==> src/rtl/div_ctrl.sv <==
// Two-requester round-robin front end around a serial unsigned restoring divider.
// Optional macro DIV_CTRL_DZ_TRAP_EN: divide-by-zero finishes in one cycle and raises res_dz.
module div_ctrl #(
    parameter int unsigned WIDTH = 32
) (
    input  logic             clk,
    input  logic             rst_n,
    input  logic             req0_valid,
    output logic             req0_ready,
    input  logic [WIDTH-1:0] req0_a,
    input  logic [WIDTH-1:0] req0_b,
    input  logic             req1_valid,
    output logic             req1_ready,
    input  logic [WIDTH-1:0] req1_a,
    input  logic [WIDTH-1:0] req1_b,
    output logic             res_valid,
    input  logic             res_ready,
    output logic [WIDTH-1:0] res_q,
    output logic [WIDTH-1:0] res_r,
    output logic             res_id,
    output logic             res_dz,
    output logic             busy
);

    localparam int unsigned CNT_W = $clog2(WIDTH + 1);

    typedef enum logic [1:0] {
        IDLE = 2'd0,
        RUN  = 2'd1,
        DONE = 2'd2
    } state_t;

    state_t             state;
    state_t             state_nxt;
    logic               ptr;
    logic               grant_id;
    logic               accept;
    logic               last_iter;
    logic               trap;
    logic [WIDTH-1:0]   a_sel;
    logic [WIDTH-1:0]   b_sel;
    logic [WIDTH-1:0]   q_work;
    logic [WIDTH-1:0]   b_work;
    logic [WIDTH-1:0]   r_work;
    logic [WIDTH-1:0]   q_nxt;
    logic [WIDTH-1:0]   r_nxt;
    logic [WIDTH:0]     r_shift;
    logic [WIDTH:0]     diff;
    logic [CNT_W-1:0]   cnt;
    logic               id_work;

    // Round-robin pick: a lone requester always wins, a tie goes to the pointer.
    always_comb begin
        grant_id = req1_valid & (~req0_valid | ptr);
        a_sel    = grant_id ? req1_a : req0_a;
        b_sel    = grant_id ? req1_b : req0_b;
    end

    always_ff @(posedge clk or negedge rst_n) begin
        if (!rst_n) begin
            state <= IDLE;
        end else begin
            state <= state_nxt;
        end
    end

    always_comb begin
        state_nxt  = state;
        req0_ready = 1'b0;
        req1_ready = 1'b0;
        accept     = 1'b0;
        last_iter  = 1'b0;
        trap       = 1'b0;
        case (state)
            IDLE: begin
                req0_ready = req0_valid & ~grant_id;
                req1_ready = grant_id;
                accept     = req0_valid | req1_valid;
                if (accept) begin
                    state_nxt = RUN;
`ifdef DIV_CTRL_DZ_TRAP_EN
                    if (b_sel == '0) begin
                        trap      = 1'b1;
                        state_nxt = DONE;
                    end
`endif
                end
            end
            RUN: begin
                last_iter = (cnt == CNT_W'(WIDTH - 1));
                if (last_iter) begin
                    state_nxt = DONE;
                end
            end
            DONE: begin
                if (res_ready) begin
                    state_nxt = IDLE;
                end
            end
            default: state_nxt = IDLE;
        endcase
    end

    // One restoring step; the (WIDTH+1)-bit difference sign decides keep vs restore.
    always_comb begin
        r_shift = {r_work, q_work[WIDTH-1]};
        diff    = r_shift - {1'b0, b_work};
        if (!diff[WIDTH]) begin
            r_nxt = diff[WIDTH-1:0];
            q_nxt = {q_work[WIDTH-2:0], 1'b1};
        end else begin
            r_nxt = r_shift[WIDTH-1:0];
            q_nxt = {q_work[WIDTH-2:0], 1'b0};
        end
    end

    always_ff @(posedge clk or negedge rst_n) begin
        if (!rst_n) begin
            res_valid <= 1'b0;
            busy      <= 1'b0;
        end else begin
            res_valid <= (state_nxt == DONE);
            busy      <= (state_nxt != IDLE);
        end
    end

    always_ff @(posedge clk or negedge rst_n) begin
        if (!rst_n) begin
            q_work  <= '0;
            b_work  <= '0;
            r_work  <= '0;
            cnt     <= '0;
            id_work <= 1'b0;
            ptr     <= 1'b0;
            res_q   <= '0;
            res_r   <= '0;
            res_id  <= 1'b0;
        end else if (accept) begin
            q_work  <= a_sel;
            b_work  <= b_sel;
            r_work  <= '0;
            cnt     <= '0;
            id_work <= grant_id;
            ptr     <= ~grant_id;
            if (trap) begin
                res_q  <= '1;
                res_r  <= a_sel;
                res_id <= grant_id;
            end
        end else if (state == RUN) begin
            q_work <= q_nxt;
            r_work <= r_nxt;
            cnt    <= cnt + CNT_W'(1);
            if (last_iter) begin
                res_q  <= q_nxt;
                res_r  <= r_nxt;
                res_id <= id_work;
            end
        end
    end

`ifdef DIV_CTRL_DZ_TRAP_EN
    // Zero-divisor flag follows whichever path produced the current result.
    always_ff @(posedge clk or negedge rst_n) begin
        if (!rst_n) begin
            res_dz <= 1'b0;
        end else if (accept && trap) begin
            res_dz <= 1'b1;
        end else if (state == RUN && last_iter) begin
            res_dz <= 1'b0;
        end
    end
`else
    assign res_dz = 1'b0;
`endif

endmodule
==> config.mk <==
export PLATFORM = sky130hd
export DESIGN_NAME = div_ctrl
export DESIGN_NICKNAME = d
export VERILOG_FILES = /design/src/rtl/div_ctrl.sv
export SDC_FILE = /design/constraint.sdc
export NUM_CORES = 1
export LEC_CHECK = 0
export CAP_MARGIN = 20
export CELL_PAD_IN_SITES_DETAIL_PLACEMENT = 1
export CELL_PAD_IN_SITES_GLOBAL_PLACEMENT = 2
export CORE_ASPECT_RATIO = 1.2
export CORE_MARGIN = 1.5
export CORE_UTILIZATION = 31
export CTS_CLUSTER_DIAMETER = 100
export DETAILED_ROUTE_END_ITERATION = 8
export PLACE_DENSITY = 0.78
export SYNTH_ARGS = -nofsm -noshare
export SYNTH_HDL_FRONTEND = slang
export SYNTH_SLANG_ARGS = --single-unit
==> constraint.sdc <==
create_clock -name clk -period 4.31 [get_ports clk]
set_input_delay 0.862 -clock clk [delete_from_list [all_inputs] [get_ports clk]]
set_output_delay 0.862 -clock clk [all_outputs]
set_load 0.01 [all_outputs]
== Yosys cells after proc, flatten, opt, wreduce, memory -nomap -nowiden ==
Cells that the tools add are included.
Storage, ports and cells
  flip-flop bits (word level): 173
  word-level logic and storage cells: 47
Cells by class
  eq/ne operators: 4
  mux-type cells: 18
  add/sub/neg operators: 2
  bitwise logic cells: 7
  reductions and logical operators: 4
Operator list (count)
  32-bit two-way mux: 7
  33-bit by 32-bit subtractor with 33-bit output: 1
  6-bit two-way mux: 2
  6-bit by 1-bit adder with 6-bit output (second input constant): 1
  6-bit by 5-bit equality test with 1-bit output (second input constant): 1
  2-bit two-way mux: 3
  2-bit one-hot mux with 3 select lines: 1
  1-bit two-way mux: 5
  2-bit equality test (second input constant): 2
  2-bit nonzero test: 2
  1-bit inverter: 3
  3-bit AND reduction: 1
  1-bit AND: 2
  2-bit by 1-bit equality test with 1-bit output (second input constant): 1
  2-bit zero test: 1
  1-bit OR: 2

== Longest topological paths before layout ==
Gate-level depths: netlist of the first run.
  word-level depth: 6
  depth in mapped cells: 13
  mapped depth without buffers: 12

== Least setup slack after synthesis of the first run ==
Ideal clock, no wire load.
  path type: flip-flop to flip-flop
  from: register q_work[31]
  to: register res_r[26]
  buffers on the path: 0
  cell stages (with the launch flop): 13
  setup slack: 1.238 ns
  data required time: 4.185 ns
  data arrival time: 2.947 ns
  clock period less this slack: 3.072 ns
  library setup time: 0.125 ns
  cell sequence: dfrtp_1 > inv_1 > ha_1 > fa_1 > nand2b_1 > a211oi_2 > o32ai_2 > o21ai_2 > a21oi_2 > a221o_2 > nor2_8 > mux2_2 > mux2_2
Between the ends
  word-level cells in the longest chain between the ends: 2
Ends and longest elaborated chain
  start: declaration: line 42  | logic [WIDTH-1:0] q_work;
  start signal: assignment: line 139  | q_work <= a_sel;
  start signal: assignment: line 151  | q_work <= q_nxt;
  33-bit by 32-bit subtractor with 33-bit output: line 107  | diff = r_shift - {1'b0, b_work};
  32-bit two-way mux: line 108  | if (!diff[WIDTH]) begin
  end signal: assignment: line 147  | res_r <= a_sel;
  end signal: assignment: line 156  | res_r <= r_nxt;
  end: declaration: line 19  | output logic [WIDTH-1:0] res_r,
No other way between the ends.
A chain may end at the register's enable or synchronous reset.

== Worst setup path after layout of the first run ==
Ends and elaborated chain as after synthesis.

==> results of run 1 <==
[registers in the layout, summed over array words and instances (netlist names), 2 cells and up]
signal,flops
b_work,32
state,2
res_q,32
r_work,32
res_r,32
cnt,6
q_work,32
[cell usage in the layout (no fill, tap or decap), types with 19 or more instances in the layout]
master / n
a21oi_1: 66
a222oi_1: 47
clkdlybuf4s50_1: 200
dfrtp_1: 173
ha_1: 33
inv_1: 69
mux2i_1: 27
nand2_1: 200
nor2_1: 54
o21ai_0: 46
o21ai_1: 54
xnor2_1: 19
[area by class of cell]
type / count / area [um^2] / share of cell area [%]
multi-input combinational: 687 / 4240 / 35.0
clock inverter: 15 / 184 / 1.52
clock buffer: 17 / 425 / 3.52
timing repair buffer: 216 / 2170 / 18.0
tap: 385 / 482 / 3.99
sequential: 173 / 4330 / 35.8
inverter: 69 / 259 / 2.14
[where the power goes]
part	internal, uW	switching [uW]
Combinational	2720	3360
Clock	924	708
Sequential	2350	502
Total	5990	4580
[per-layer routing]
layer  track usage (%)  part of all wire, %
met3              5.05                  5.0
met2              35.9                   53
met4              4.32                 0.91
met5                 0                    0
met1              22.8                   41
[worst max-delay path, stage by stage, from the launching register on]
cell	delay [ns]
dfrtp_1	0.35
inv_1	0.06
ha_1	0.22
fa_1	0.40
nand2b_1	0.20
a211oi_2	0.25
o32ai_2	0.16
o21ai_2	0.23
a21oi_2	0.11
a221o_2	0.42
nor2_8	0.40
mux2_2	0.40
mux2_2	0.27
[worst max-delay path by stage]
stage | start | endpoint | slack [ns] | depth (start not counted)
finish | q_work[31] | res_r[26] | 0.72 | 12
global route | q_work[31] | r_work[19] | 0.38 | 13
floorplan | q_work[31] | res_r[26] | 1.24 | 12
detailed placement | q_work[31] | res_r[26] | 0.71 | 12
CTS | q_work[31] | res_r[26] | 0.66 | 12
global placement | q_work[31] | res_r[26] | 0.76 | 12
[per-stage QoR]
step                cells  hold WS [ns]
finish               1562         0.418
global route         1562         0.464
CTS                  1561         0.439
detailed placement   1529         0.461
global placement     1529         0.458
floorplan             988         0.439
[cells by family after synthesis]
logic type	share of synthesized area, %
other	0.0414
and+or+nand+nor	13.8
buffers and inverters	5.78
adders and majority gates	4.78
muxes	3.48
xor gates and xnor gates	2.80
AOI/OAI and AO/OA	21.5
DFF	47.8
==> impl_metrics.yaml, run 1 <==
worst_setup_path:
  regToRegEndpoint: "res_r[26]"
  cp-end-kind: "flop"
  worstSetupPathType: "flop to flop"
  reg2regPathDepth: 12
  crit_fanout: 18
  worstReg2RegStart: "q_work[31]"
  startpoint_type: "flop"
  arrival_ns: 3.91
  r2r_slack_ns: 0.72
  required_ns: 4.63
clock_network:
  cts_setup_buffers: 0
  htree_levels: 4
  cts_resized: 0
  cts_tree: "done"
  clk_pin_slew_ns: 0.07
  worstSkewPairLatency_ns: 0.44
  cts_buffers: 17
  cts.sinks: 173
  cts_buffer_depth: 2
  root_buffer: "clkbuf_16"
  cts.hold.buffers_added: 0
global_routing:
  grt_pass1_wl_um: 46500
  antenna_found_initial: 0
  grt_pass1_vias: 8515
  grt.total_usage_pct: 19.6
  grt-ovfl-total: 0
  grt_max_degree: 94
routing:
  drtIter0Drc: 381
  wl_per_cell_um: 18.3
  antenna_left: 0
  drtPass1Iterations: 6
  routed_wirelength_um: 28600
  num_vias: 7914
  drc: 0
  vias_per_cell: 5.07
power_and_ir_drop:
  power.density_nw_per_um2: 875
  total_power_uw: 10600
  ir_drop_uv: 412
  p_leak_uw: 0.00539
logic_synthesis:
  yosys_warnings: 0
  ys_async_sr_fraction_pct: 100
  yosysUniqueCellTypes: 68
  synthesis.area_um2: 9050
  yosysTopAreaCellShare_pct: 47.8
  synth_flop_cell: "dfrtp_1"
  synth_fp_nets: 1155
  synth_top_area_cell: "dfrtp_1"
  yosysMostFrequentCell: "nand2_1"
  synth_common_cells: "nand2_1 (201), dfrtp_1 (173), inv_1 (69)"
  synthCells: 988
  yosys_register_bits: 173
  syn_area_per_cell_um2: 9.16
  ys_seq_area_share_pct: 47.8
  synth_edf_count: 0
  synthTopCellsByArea: "dfrtp_1 (48%), nand2_1 (8.3%), a222oi_1 (5.2%), ha_1 (4.6%), a21oi_1 (3.6%)"
timing:
  clock-skew-final_ns: 0.00816
  tightest_slew_ns: 0.947
  hold_viol_final: 0
  slew_headroom_pct: 36.7
  fin_ws_ns: 0.720
  period_needed_ns: 3.59
  fin_setup_tns_ns: 0
  slew_violations: 0
  rsz0062_at_grt: "no"
  fmax_mhz: 279
  timing.final.crit_share_pct: 83.3
  finalSetupViolations: 0
placed_design:
  portBuffers: 201
  post-dp-hpwl_um: 20700
  place.gp.congestion: 0.789
  place_ws_ns: 0.710
  place_area_um2: 11400
floorplanning:
  floorplan.initialDensity_pct: 31.5
  fp.coreArea_um2: 28800
  placement_rows: 68
  die-area_um2: 30200
  die_w_um: 159
  dieHeight_um: 190
  io_pins: 203
outcome:
  status: "complete, no violations"
flow_run:
  maxCapViolations: 0
min_path:
  hold_class: "primary input to async pin"
finish:
  num-nets-final: 1331
  utilization_pct: 42.0
  fill_cells: 3362
  final_cell_area_um2: 12100
  area_growth_pct: 33.5
  drive_gt1_share_pct: 6.37
  diodes: 0
(Power assumes the default switching activity.)
==> run 2: changes to the inputs <==
==> constraint.sdc (replaced) <==
create_clock -name clk -period 3.7 [get_ports clk]
set_input_delay 0.74 -clock clk [delete_from_list [all_inputs] [get_ports clk]]
set_output_delay 0.74 -clock clk [all_outputs]
set_load 0.01 [all_outputs]
==> run 2 against run 1 <==
Compared with the run above:
- clock power up 10%
- global-route usage increased by 0.071 points
- critical path depth unchanged
- clock skew rose by 0.011 ns
- critical endpoint unchanged
- count of clock-buffer cells in the layout is the same
- total power is 16% higher
- maximum frequency up 4.9%
- via count up 1.2%
- register-to-register slack worse by 0.44 ns
==> impl_metrics.yaml, run 2 (same netlist as run 1, synthesis figures left out) <==
timing:
  fin_setup_tns_ns: 0
  slew_headroom_pct: 47.1
  finalSetupViolations: 0
  rsz0062_at_grt: "no"
  period_needed_ns: 3.42
  slew_violations: 0
  fin_ws_ns: 0.279
  holdWs_ns: 0.330
  clock-skew-final_ns: 0.0195
  timing.final.crit_share_pct: 92.5
  fmax_mhz: 292
  hold_viol_final: 0
  tightest_slew_ns: 0.794
worst_setup_path:
  startpoint_type: "flop"
  reg2regPathDepth: 12
  crit_fanout: 9
  cp_top_family: "compound AO/OA/AOI/OAI gates"
  required_ns: 4.01
  cp-end-kind: "flop"
  worstPathCellList: "inv_1, ha_1, fa_1, nand2b_1, a211oi_2, o32ai_2, o21ai_2, a21oi_2, a221o_2, nor2_8, mux2_2, mux2_2"
  cpMaxStageDelayCell: "a221o_2"
  arrival_ns: 3.74
  worstSetupPathType: "flop to flop"
  crit_cells: 12
  worst_path_largest_cell_delay_ns: 0.42
  crit_top_cell: "mux2_2"
  worst-path-buf-inv: 1
placed_design:
  dpl.cell_count: 1532
  post-dp-hpwl_um: 21100
  place.gp.congestion: 0.809
  place_ws_ns: 0.235
  portBuffers: 201
clock_network:
  clk_pin_slew_ns: 0.08
  htree_levels: 4
  cts_buffers: 17
  cts_resized: 0
  cts.hold.buffers_added: 0
  cts.sinks: 173
  root_buffer: "clkbuf_16"
  cts_buffer_depth: 2
  cts_tree: "done"
  worstSkewPairLatency_ns: 0.44
  cts_setup_buffers: 0
outcome:
  status: "complete, no violations"
floorplanning:
  io_pins: 203
  fp.coreArea_um2: 28800
  die-area_um2: 30200
  floorplan.initialDensity_pct: 31.5
  dieHeight_um: 190
  die_w_um: 159
  placement_rows: 68
finish:
  fin_cells: 1564
  utilization_pct: 41.9
  seqCellArea_um2: 4330
  drive_gt1_share_pct: 6.53
  num-nets-final: 1333
  fill_cells: 3365
  diodes: 0
  multiInputGateArea_um2: 4240
  final_cell_mix: "nand2_1 (200), clkdlybuf4s50_1 (200), dfrtp_1 (173), inv_1 (69), a21oi_1 (66)"
  area_growth_pct: 33.2
flow_run:
  maxCapViolations: 0
routing:
  vias_per_cell: 5.12
  antenna_left: 0
  num_vias: 8010
  wl_per_cell_um: 18.5
  drtPass1Iterations: 6
  routed_wirelength_um: 28900
  drc: 0
  drtIter0Drc: 368
global_routing:
  antenna_found_initial: 1
  grt_pass1_vias: 8638
  grt-ovfl-total: 0
  grt.total_usage_pct: 19.6
  grt_max_degree: 80
  grt_pass1_wl_um: 47200
power_and_ir_drop:
  power.density_nw_per_um2: 1020
  p_leak_uw: 0.00537
  ir_drop_uv: 366
min_path:
  hold_class: "primary input to async pin"
[run 2: changes by cell type in the layout (fill, tap and decap cells not counted), sizes merged]
cell	previous run	this run
clkinv	4	8
clkinvlp	2	1
bufinv	3	0
buf	16	18
[run 2: worst paths after layout]
check	endpoint	slack [ns]	start
setup / recovery	res_r[26]	0.28	q_work[31]
hold / removal	b_work[9]	0.33	rst_n
setup reg to reg	res_r[26]	0.28	q_work[31]
hold reg to reg	res_q[25]	0.48	res_q[25]
max in group asynchronous	b_work[22]	2.62	rst_n
min in group clk	res_q[25]	0.48	res_q[25]
[run 2: per-layer routing]
| layer | track usage, % | part of all wire, % | routed length [um] |
|---|---|---|---|
| met3 | 4.70 | 4.7 | 1360 |
| met2 | 36.6 | 53 | 15300 |
| met4 | 4.21 | 1.2 | 333 |
| met5 | 0 | 0.038 | 11 |
| met1 | 22.7 | 41 | 12000 |
[run 2: layout make-up]
type | instances | area share, %
Sequential cell | 173 | 35.9
Multi-Input combinational cell | 687 | 35.1
Timing Repair Buffer | 218 | 18.1
Tap cell | 385 | 3.99
Clock buffer | 17 | 3.53
Inverter | 69 | 2.15
Clock inverter | 15 | 1.28
[run 2: report_power, final]
| part | total [uW] | leakage, uW | internal, uW | switching [uW] |
|---|---|---|---|---|
| sequential | 3330 | 0.00219 | 2740 | 596 |
| clock | 1800 | 0.000283 | 901 | 900 |
| combinational | 7150 | 0.00290 | 3180 | 3970 |
[run 2: per-stage QoR]
stage | cell area [um^2] | total power (uW)
floorplan | 9050 | 8430
detailed placement | 11500 | 10600
global route | 12100 | 13400
global placement | 11500 | 10400
finish | 12100 | 12300
CTS | 12100 | 12500
==> run 3: changes to the inputs <==
--- a/config.mk
+++ b/config.mk
@@ -10,10 +10,10 @@
 export CELL_PAD_IN_SITES_GLOBAL_PLACEMENT = 2
 export CORE_ASPECT_RATIO = 1.2
 export CORE_MARGIN = 1.5
-export CORE_UTILIZATION = 31
+export CORE_UTILIZATION = 33
 export CTS_CLUSTER_DIAMETER = 100
 export DETAILED_ROUTE_END_ITERATION = 8
-export PLACE_DENSITY = 0.78
+export PLACE_DENSITY = 0.83
 export SYNTH_ARGS = -nofsm -noshare
 export SYNTH_HDL_FRONTEND = slang
 export SYNTH_SLANG_ARGS = --single-unit
==> constraint.sdc (replaced) <==
create_clock -name clk -period 4.1 [get_ports clk]
set_input_delay 0.82 -clock clk [delete_from_list [all_inputs] [get_ports clk]]
set_output_delay 0.82 -clock clk [all_outputs]
set_load 0.01 [all_outputs]
==> run 3 against run 2 <==
Compared with the run above:
- design area fell by 0.40%
- clock skew fell by 0.0062 ns
- global-route usage rose by 1.3 points
- combinational power fell by 9.9%
- maximum frequency fell by 5.9%
- non-clock buffer count did not move
==> impl_metrics.yaml, run 3 (same netlist as run 1, synthesis figures left out) <==
outcome:
  status: "complete, no violations"
worst_setup_path:
  worstSetupPathType: "flop to flop"
  worst-path-buf-inv: 2
  worst_path_largest_cell_delay_ns: 0.43
  required_ns: 4.39
  crit_fanout: 15
  cp-end-kind: "flop"
  regToRegEndpoint: "r_work[10]"
  worstReg2RegStart: "q_work[31]"
  r2r_slack_ns: 0.46
  worstPathCellList: "inv_1, ha_1, fa_1, nand2b_1, a211oi_2, o32ai_2, o21ai_2, a21oi_2, a221o_2, nor2_8, buf_4, mux2i_1, o21ai_1"
  crit_cells: 13
  reg2regPathDepth: 13
  cp_top_family: "compound AO/OA/AOI/OAI gates"
  cpMaxStageDelayCell: "a221o_2"
  arrival_ns: 3.93
  cp-startpoint: "q_work[31]"
  startpoint_type: "flop"
timing:
  rsz0062_at_grt: "no"
  finalSetupViolations: 0
  holdWs_ns: 0.388
  timing.final.crit_share_pct: 88.7
  fmax_mhz: 275
  slew_violations: 0
  slew_headroom_pct: 48.8
  fin_setup_tns_ns: 0
  period_needed_ns: 3.64
  hold_viol_final: 0
  tightest_slew_ns: 0.768
  clock-skew-final_ns: 0.0134
clock_network:
  cts_setup_buffers: 0
  cts.sinks: 173
  cts.hold.buffers_added: 0
  cts_buffers: 17
  cts_buffer_depth: 2
  clk_pin_slew_ns: 0.07
  worstSkewPairLatency_ns: 0.43
  root_buffer: "clkbuf_16"
  htree_levels: 4
  cts_tree: "done"
  cts_resized: 0
routing:
  vias_per_cell: 5.27
  drtPass1Iterations: 6
  routed_wirelength_um: 28600
  antenna_left: 0
  wl_per_cell_um: 18.8
  wl_met1_um: 11800
  wl_met3_um: 1350
  num_vias: 8010
  top_layer: "met4"
  wl_met2_um: 15000
  drtIter0Drc: 440
  drc: 0
floorplanning:
  die_w_um: 154
  dieHeight_um: 184
  io_pins: 203
  die-area_um2: 28400
  placement_rows: 66
  floorplan.initialDensity_pct: 33.5
  fp.coreArea_um2: 27000
flow_run:
  maxCapViolations: 0
placed_design:
  portBuffers: 201
  place.gp.congestion: 0.820
  post-dp-hpwl_um: 20500
finish:
  diodes: 0
  multiInputGateArea_um2: 4240
  area_growth_pct: 32.7
  final_cell_mix: "nand2_1 (200), clkdlybuf4s50_1 (200), dfrtp_1 (173), inv_1 (69), a21oi_1 (66)"
  fill_cells: 3060
  drive_gt1_share_pct: 6.45
  seqCellArea_um2: 4330
  num-nets-final: 1333
global_routing:
  grt_pass1_wl_um: 46800
  grt.total_usage_pct: 21.0
  grt_pass1_vias: 8537
  antenna_found_initial: 0
  grt_max_degree: 94
  grt-ovfl-total: 0
power_and_ir_drop:
  total_power_uw: 11100
  ir_drop_uv: 349
  power.density_nw_per_um2: 923
  p_leak_uw: 0.00538
min_path:
  hold_class: "primary input to async pin"
run 3: cell count changes in the layout (fill, tap and decap cells not counted), sizes merged:
cell	delta
bufinv	+1
clkbuf	+3
clkinv	-5
inv	+1
run 3: where the power goes:
group	internal [uW]	total, uW	switching (uW)	leakage [uW]
Combinational	2840	6440	3590	0.00291
Sequential	2470	3010	535	0.00219
Clock	888	1650	759	0.000286
run 3: worst reg2reg max path: cells and delay by family (launching register included):
kind	cells	cell delay (ns)
flip-flops	1	0.35
multiplexers	1	0.30
buffers and inverters	2	0.42
AND/OR/NAND/NOR	2	0.50
AO/OA/AOI/OAI	6	1.30
adder cells (fa/ha/maj)	2	0.64
run 3: cell type report:
cell class	instances	share of cell area, %
multi-input combinational	687	35.3
clock buffer	20	3.80
inverter	69	2.16
sequential	173	36.0
tap	340	3.54
clock inverter	12	1.02
timing repair buffer	218	18.2
run 3: worst max path at each step:
stage | end | slack [ns]
after floorplan | res_r[26] | 1.03
after global placement | res_r[13] | 0.59
after detailed placement | res_r[13] | 0.49
after CTS | res_r[13] | 0.40
after global routing | res_r[13] | 0.24
final | r_work[10] | 0.46
run 3: per-stage QoR:
stage	util, %	std cells	setup WS, ns	cell area [um^2]
after floorplan	-	988	1.03	9050
after global placement	42.2	1486	0.586	11400
after detailed placement	42.2	1486	0.488	11400
after CTS	44.4	1518	0.397	12000
after global routing	44.5	1519	0.239	12000
final	44.5	1519	0.463	12000
run 3: layer usage:
| layer | up-vias | track usage (%) |
|---|---|---|
| met5 | - | 0 |
| met4 | 0 | 5.59 |
| met3 | 24 | 4.82 |
| met2 | 160 | 38.3 |
| met1 | 3991 | 24.5 |
| li1 | 3835 | - |
